### src/rtl/bcd_convert_seq_if.sv
// Request (start, bin_in) and registered result bundle of the serial binary-to-BCD converter.
interface bcd_convert_seq_if #(
  parameter int BIN_WIDTH = 32,
  parameter int DIGITS    = 10
);
  logic                 start;
  logic [BIN_WIDTH-1:0] bin_in;
  logic                 busy;
  logic                 done;
  logic                 overflow;
  logic [4*DIGITS-1:0]  bcd_out;
  logic [DIGITS-1:0]    blank;

  modport master (output start, bin_in, input busy, done, overflow, bcd_out, blank);
  modport slave  (input start, bin_in, output busy, done, overflow, bcd_out, blank);
endinterface

### src/rtl/bcd_convert_seq.sv
// Shift-add-3 binary-to-BCD converter, one bit per clock; done pulses BIN_WIDTH+1 edges after accept.
// No backpressure: start is only sampled in IDLE, requests while busy are dropped, results held until next done.
module bcd_convert_seq #(
  parameter int BIN_WIDTH = 32,
  parameter int DIGITS    = 10
) (
  input logic               Clock,
  input logic               Reset,
  bcd_convert_seq_if.slave  bus
);

  localparam int                CW        = $clog2(BIN_WIDTH + 1);
  localparam int                BCD_W     = 4 * DIGITS;
  localparam logic [DIGITS-1:0] BLANK_RST = ~DIGITS'(1);

  typedef enum logic [1:0] {IDLE, SHIFT, DONE} state_t;

  state_t               state, state_nxt;
  logic [BIN_WIDTH-1:0] bin_sr, bin_sr_nxt;
  logic [BCD_W-1:0]     scratch, scratch_nxt;
  logic                 ovf_flag, ovf_flag_nxt;
  logic [CW-1:0]        bit_cnt, bit_cnt_nxt;

  logic                 done_r, done_nxt;
  logic                 overflow_r, overflow_nxt;
  logic [BCD_W-1:0]     bcd_r, bcd_nxt;
  logic [DIGITS-1:0]    blank_r, blank_nxt;

  logic [BCD_W-1:0]     adj;
  logic [BCD_W-1:0]     result;
  logic [DIGITS-1:0]    res_blank;
  logic                 zero_above;

  always_ff @(posedge Clock or posedge Reset) begin
    if (Reset) begin
      state      <= IDLE;
      bin_sr     <= '0;
      scratch    <= '0;
      ovf_flag   <= 1'b0;
      bit_cnt    <= '0;
      done_r     <= 1'b0;
      overflow_r <= 1'b0;
      bcd_r      <= '0;
      blank_r    <= BLANK_RST;
    end else begin
      state      <= state_nxt;
      bin_sr     <= bin_sr_nxt;
      scratch    <= scratch_nxt;
      ovf_flag   <= ovf_flag_nxt;
      bit_cnt    <= bit_cnt_nxt;
      done_r     <= done_nxt;
      overflow_r <= overflow_nxt;
      bcd_r      <= bcd_nxt;
      blank_r    <= blank_nxt;
    end
  end

  always_comb begin
    state_nxt    = state;
    bin_sr_nxt   = bin_sr;
    scratch_nxt  = scratch;
    ovf_flag_nxt = ovf_flag;
    bit_cnt_nxt  = bit_cnt;
    done_nxt     = 1'b0;
    overflow_nxt = overflow_r;
    bcd_nxt      = bcd_r;
    blank_nxt    = blank_r;

    // Per-digit +3 correction; digits are independent, no carry between them.
    adj = scratch;
    for (int i = 0; i < DIGITS; i++) begin
      if (scratch[4*i +: 4] >= 4'd5) adj[4*i +: 4] = scratch[4*i +: 4] + 4'd3;
    end

    result     = ovf_flag ? {DIGITS{4'h9}} : scratch;
    res_blank  = '0;
    zero_above = 1'b1;
    for (int i = DIGITS - 1; i >= 1; i--) begin
      zero_above   = zero_above & (result[4*i +: 4] == 4'd0);
      res_blank[i] = zero_above;
    end

    case (state)
      IDLE: begin
        if (bus.start) begin
          state_nxt    = SHIFT;
          bin_sr_nxt   = bus.bin_in;
          scratch_nxt  = '0;
          ovf_flag_nxt = 1'b0;
          bit_cnt_nxt  = CW'(BIN_WIDTH);
        end
      end
      SHIFT: begin
        // The bit pushed out of the top digit means the value no longer fits in DIGITS digits.
        {scratch_nxt, bin_sr_nxt} = {adj[BCD_W-2:0], bin_sr, 1'b0};
        ovf_flag_nxt = ovf_flag | adj[BCD_W-1];
        bit_cnt_nxt  = bit_cnt - CW'(1);
        if (bit_cnt == CW'(1)) state_nxt = DONE;
      end
      DONE: begin
        done_nxt     = 1'b1;
        overflow_nxt = ovf_flag;
        bcd_nxt      = result;
        blank_nxt    = res_blank;
        state_nxt    = IDLE;
      end
      default: state_nxt = IDLE;
    endcase
  end

  assign bus.busy     = (state != IDLE);
  assign bus.done     = done_r;
  assign bus.overflow = overflow_r;
  assign bus.bcd_out  = bcd_r;
  assign bus.blank    = blank_r;

endmodule

### src/flat_wrapper.sv
// flat-port wrapper written by rule: the top's interface ports become plain ports
module bcd_convert_seq_flat 
#(
  parameter int BIN_WIDTH = 32,
  parameter int DIGITS    = 10
)
  (Clock, Reset, bus_start, bus_bin_in, bus_busy, bus_done, bus_overflow, bus_bcd_out, bus_blank);
  bcd_convert_seq_if #(.BIN_WIDTH(BIN_WIDTH), .DIGITS(DIGITS)) bus_i ();
  input logic Clock;
  input logic Reset;
  input wire logic [$bits(bus_i.start)-1:0] bus_start;
  input wire logic [$bits(bus_i.bin_in)-1:0] bus_bin_in;
  output wire logic [$bits(bus_i.busy)-1:0] bus_busy;
  output wire logic [$bits(bus_i.done)-1:0] bus_done;
  output wire logic [$bits(bus_i.overflow)-1:0] bus_overflow;
  output wire logic [$bits(bus_i.bcd_out)-1:0] bus_bcd_out;
  output wire logic [$bits(bus_i.blank)-1:0] bus_blank;
  assign bus_i.start = bus_start;
  assign bus_i.bin_in = bus_bin_in;
  assign bus_busy = bus_i.busy;
  assign bus_done = bus_i.done;
  assign bus_overflow = bus_i.overflow;
  assign bus_bcd_out = bus_i.bcd_out;
  assign bus_blank = bus_i.blank;
  bcd_convert_seq #(.BIN_WIDTH(BIN_WIDTH), .DIGITS(DIGITS)) u_core (.Clock(Clock), .Reset(Reset), .bus(bus_i));
endmodule
### config.mk
export PLATFORM = sky130hd
export DESIGN_NAME = bcd_convert_seq_flat
export DESIGN_NICKNAME = d
export VERILOG_FILES = /design/src/rtl/bcd_convert_seq_if.sv /design/src/rtl/bcd_convert_seq.sv /design/src/flat_wrapper.sv
export SDC_FILE = /design/constraint.sdc
export NUM_CORES = 1
export LEC_CHECK = 0
export BUFFER_PORTS_ARGS = -buffer_cell sky130_fd_sc_hd__buf_2
export CAP_MARGIN = 20
export CORE_ASPECT_RATIO = 0.75
export CORE_UTILIZATION = 50
export CTS_CLUSTER_SIZE = 25
export DETAILED_ROUTE_END_ITERATION = 7
export PLACE_DENSITY_LB_ADDON = 0.25
export SLEW_MARGIN = 10
export SYNTH_ARGS = -nofsm -noshare
export SYNTH_HDL_FRONTEND = slang
export SYNTH_SLANG_ARGS = --single-unit
### constraint.sdc
create_clock -name Clock -period 6.3 [get_ports Clock]
set_input_delay 1.26 -clock Clock [delete_from_list [all_inputs] [get_ports Clock]]
set_output_delay 1.26 -clock Clock [all_outputs]
set_load 0.02 [all_outputs]
==> impl_metrics.xml <==
<?xml version="1.0" encoding="UTF-8"?>
<metrics>
  <group name="run_status">
    <metric name="outcome" unit="">complete, no violations</metric>
  </group>
  <group name="placement">
    <metric name="number_of_buffers_inserted_by_port_buffering" unit="">86</metric>
    <metric name="gpl.final_weighted_congestion" unit="">0.828</metric>
    <metric name="placed_cell_area" unit="sq mm">0.00696</metric>
    <metric name="place.detailed.hpwl" unit="mm">9.25</metric>
    <metric name="dp_slack" unit="ns">3.28</metric>
    <metric name="place.detailed.instances" unit="">862</metric>
  </group>
  <group name="routing">
    <metric name="drt-total-wl" unit="mm">14.5</metric>
    <metric name="remaining_drc_errors" unit="">0</metric>
    <metric name="route.detailed.vias_per_inst" unit="">5.72</metric>
    <metric name="met3_wirelength" unit="um">601</metric>
    <metric name="vias" unit="">5122</metric>
    <metric name="firstDrtPassIters" unit="">5</metric>
    <metric name="wl_per_cell" unit="um">16.2</metric>
    <metric name="final_antenna_net_count" unit="">0</metric>
    <metric name="met2_wirelength" unit="mm">7.19</metric>
    <metric name="drt-initial-drc-count" unit="">383</metric>
    <metric name="wl_met1" unit="mm">6.60</metric>
    <metric name="highest_layer" unit="">met4</metric>
  </group>
  <group name="power_and_ir_drop">
    <metric name="finalPower" unit="mW">3.81</metric>
    <metric name="p_leak" unit="nW">3.57</metric>
    <metric name="power_frac_seq" unit="">0.369</metric>
    <metric name="internal-power" unit="mW">2.36</metric>
    <metric name="power_switching" unit="mW">1.45</metric>
    <metric name="net_switching_fraction_of_the_power" unit="">0.381</metric>
    <metric name="pwr_density_cell" unit="mW/mm^2">500</metric>
    <metric name="vdd_drop_max" unit="mV">0.237</metric>
    <metric name="p_comb_frac" unit="">0.366</metric>
    <metric name="clockPowerShare" unit="">0.266</metric>
  </group>
  <group name="setup_path">
    <metric name="worst_path_max_fanout" unit="">34</metric>
    <metric name="worstSetupStartpointType" unit="">input pin</metric>
    <metric name="worst_path_max_delay_cell" unit="">o21ba_2</metric>
    <metric name="timing.setup.critical_path_class" unit="">in2reg</metric>
    <metric name="crit_path_end_kind" unit="">flip-flop</metric>
    <metric name="cp_data_arrival_time" unit="ns">2.92</metric>
    <metric name="cp_data_required_time" unit="ns">6.60</metric>
    <metric name="crit_path_cell_trace" unit="">buf_2 &gt; o21ba_2 &gt; o31ai_1 &gt; a32o_1</metric>
    <metric name="crit_path_max_incr_delay" unit="ns">0.71</metric>
  </group>
  <group name="yosys">
    <metric name="synth_seq_cells" unit="">132</metric>
    <metric name="synth_cells" unit="">646</metric>
    <metric name="synth_mux_area_frac" unit="">0.0162</metric>
    <metric name="synth_fa_ha_area_frac" unit="">0.0428</metric>
    <metric name="synth_fp_nets" unit="">703</metric>
    <metric name="synthArstFlopShare" unit="">1.00</metric>
    <metric name="synth_seq_area_share" unit="">0.516</metric>
    <metric name="ys_warn_count" unit="">0</metric>
    <metric name="yosys_most_used_dff" unit="">dfrtp_1</metric>
    <metric name="synth_top_family_by_area" unit="">compound AO/OA/AOI/OAI gates</metric>
    <metric name="synth.cell_area" unit="sq mm">0.00643</metric>
    <metric name="synth_enable_flop_cells" unit="">0</metric>
    <metric name="synthesis.area_per_instance" unit="sq um">9.95</metric>
    <metric name="synth-xor-area-share" unit="">0.0191</metric>
    <metric name="area_share_of_and_or_nand_nor_cells_after_synthesis" unit="">0.150</metric>
    <metric name="netlist-cell-type-count" unit="">50</metric>
    <metric name="synth-compound-area-share" unit="">0.213</metric>
  </group>
  <group name="floorplanning">
    <metric name="pin_count" unit="">88</metric>
    <metric name="fp.dieH" unit="um">100</metric>
    <metric name="row_count" unit="">35</metric>
    <metric name="die_area" unit="sq mm">0.0133</metric>
    <metric name="floorplan.core_area" unit="sq mm">0.0124</metric>
    <metric name="die_w" unit="um">133</metric>
    <metric name="initial_utilization" unit="">0.519</metric>
  </group>
  <group name="final_layout">
    <metric name="post_layout_nonfiller_instances" unit="">896</metric>
    <metric name="synthToLayoutAreaGrowth" unit="%">18.5</metric>
    <metric name="most-common-layout-cells" unit="">dfrtp_1, buf_2, o21ai_0</metric>
    <metric name="finalInstanceArea" unit="sq mm">0.00761</metric>
    <metric name="post_route_cells_drive_above_1_share" unit="">0.211</metric>
    <metric name="post-route-util" unit="">0.614</metric>
    <metric name="antennaDiodeCount" unit="">0</metric>
    <metric name="design.final.nets" unit="">774</metric>
    <metric name="most_common_cell_after_layout_fill_and_taps_aside" unit="">dfrtp_1</metric>
    <metric name="fillerInstances" unit="">1047</metric>
  </group>
  <group name="grt">
    <metric name="grt.overflow.total" unit="">0</metric>
    <metric name="grt_first_pass_wirelength" unit="mm">24.2</metric>
    <metric name="grt_usage" unit="">0.230</metric>
    <metric name="number_of_antenna_violations_at_the_first_check_in_global_routing" unit="">0</metric>
    <metric name="grt_start_max_net_pins" unit="">91</metric>
    <metric name="grt_pass1_vias" unit="">4893</metric>
  </group>
  <group name="clock_tree">
    <metric name="tritoncts" unit="">done</metric>
    <metric name="cts-htree-levels" unit="">4</metric>
    <metric name="cts_resized" unit="">0</metric>
    <metric name="cts_hold_repair.buffers" unit="">0</metric>
    <metric name="cts-root-to-sink-buffers" unit="">2</metric>
    <metric name="cts.sinks" unit="">132</metric>
    <metric name="postCtsSetupBuffers" unit="">0</metric>
    <metric name="ctsRootBufferMaster" unit="">clkbuf_16</metric>
    <metric name="clkSlewWorstSetupHoldPaths" unit="ns">0.06</metric>
    <metric name="insertion_delay" unit="ns">0.42</metric>
    <metric name="tritoncts_buffers" unit="">17</metric>
  </group>
  <group name="sta">
    <metric name="final.hold.worst_slack" unit="ns">0.462</metric>
    <metric name="final_setup_viols" unit="">0</metric>
    <metric name="tightestPinTransition" unit="ns">0.807</metric>
    <metric name="worst_clock_skew" unit="ns">0.00791</metric>
    <metric name="maxSlewViolCount" unit="">0</metric>
    <metric name="timing.final.ws_setup" unit="ns">3.68</metric>
    <metric name="timing.final.crit_period" unit="ns">2.62</metric>
    <metric name="rsz_0062_raised_after_global_routing" unit="">no</metric>
    <metric name="max_slew_margin" unit="">0.462</metric>
    <metric name="fin_tns_setup" unit="ns">0</metric>
    <metric name="fmax" unit="GHz">0.382</metric>
    <metric name="fin_crit_sh" unit="">0.416</metric>
    <metric name="hold_viol_final" unit="">0</metric>
  </group>
  <group name="flow_run">
    <metric name="maxCapViolations" unit="">0</metric>
  </group>
  <group name="min_path">
    <metric name="worst_hold_path_type" unit="">reg2reg</metric>
  </group>
</metrics>
[layout make-up]
cell class,instances,area [sq um],share of cell area
Inverter,25,96.3,0.0127
Timing Repair Buffer,96,538,0.0707
Tap cell,166,208,0.0273
Multi-Input combinational cell,445,2850,0.374
Clock buffer,19,453,0.0595
Sequential cell,132,3310,0.435
Clock inverter,13,158,0.0207
[power by group through the flow]
stage | clock, mW | combinational, mW | sequential [mW]
6_report | 1.01 | 1.39 | 1.40
4_1_cts | 1.03 | 1.39 | 1.40
3_5_place_dp | 0 | 1.37 | 1.41
3_3_place_gp | 0 | 1.30 | 1.39
5_1_grt | 1.06 | 1.55 | 1.44
2_1_floorplan | 0 | 1.00 | 1.40
[path summary, 6_finish.rpt]
kind | start | endpoint | slack, ns | cells past startpoint
worst min register to register | u_core.bus.blank[3] | u_core.bus.blank[3] | 0.46 | 2
worst max-delay path | bus_start | u_core.scratch[15] | 3.68 | 4
max in group asynchronous | Reset | u_core.bus.bcd_out[29] | 4.29 | 4
worst max register to register | u_core.ovf_flag | u_core.bus.blank[2] | 4.06 | 5
min in group asynchronous | Reset | u_core.bus.done | 0.77 | 2
worst min-delay path | u_core.bus.blank[3] | u_core.bus.blank[3] | 0.46 | 2
[sequential cells by signal, indices dropped and copies added, names as in the netlist]
name / cells
u_core.bus.bcd_out: 40
u_core.scratch: 40
u_core.bin_sr: 32
u_core.bus.blank: 9
u_core.bit_cnt: 6
u_core.state: 2
u_core.bus.done: 1
u_core.bus.overflow: 1
u_core.ovf_flag: 1
[metal layers]
layer,GRT usage,vias to the layer above
met5,0,-
li1,-,2449
met1,0.302,2541
met4,0.0805,0
met2,0.378,116
met3,0.0505,16
[cell families (layout without fill, tap and decap cells)]
kind of cell             Yosys count  in the layout
buffers and inverters             69            153
XOR/XNOR                          14             14
flip-flops                       132            132
multiplexers                      10             10
adder cells (fa/ha/maj)           22             22
AND/OR/NAND/NOR                  177            177
other                              1              1
AO/OA/AOI/OAI                    221            221
[cell usage after synthesis, types with 3 or more instances]
master,n,area share
o21ai_1,9,0.0070
and3b_1,7,0.0095
a22oi_1,25,0.029
mux2_2,3,0.0053
o22ai_1,18,0.018
nor3_1,3,0.0023
mux2i_1,7,0.011
nor3b_1,7,0.0082
o31ai_1,22,0.026
nand2b_1,22,0.021
a21oi_1,48,0.037
xor2_1,4,0.0055
ha_1,22,0.043
inv_1,25,0.015
xnor2_1,10,0.014
nand3_1,3,0.0023
nor2b_1,27,0.026
buf_2,5,0.0039
dfstp_2,9,0.037
or4_1,4,0.0047
clkbuf_1,37,0.022
a22o_1,9,0.012
nor2_1,22,0.013
nand2_1,67,0.039
a32o_1,10,0.016
o21ai_0,71,0.055
dfrtp_1,123,0.48
[worst max-delay path, delay by kind of cell]
family	cells	cell delay [ns]
compound gates	3	1.16
buf+inv	1	0.48
Power figures use the tool's default switching activity.
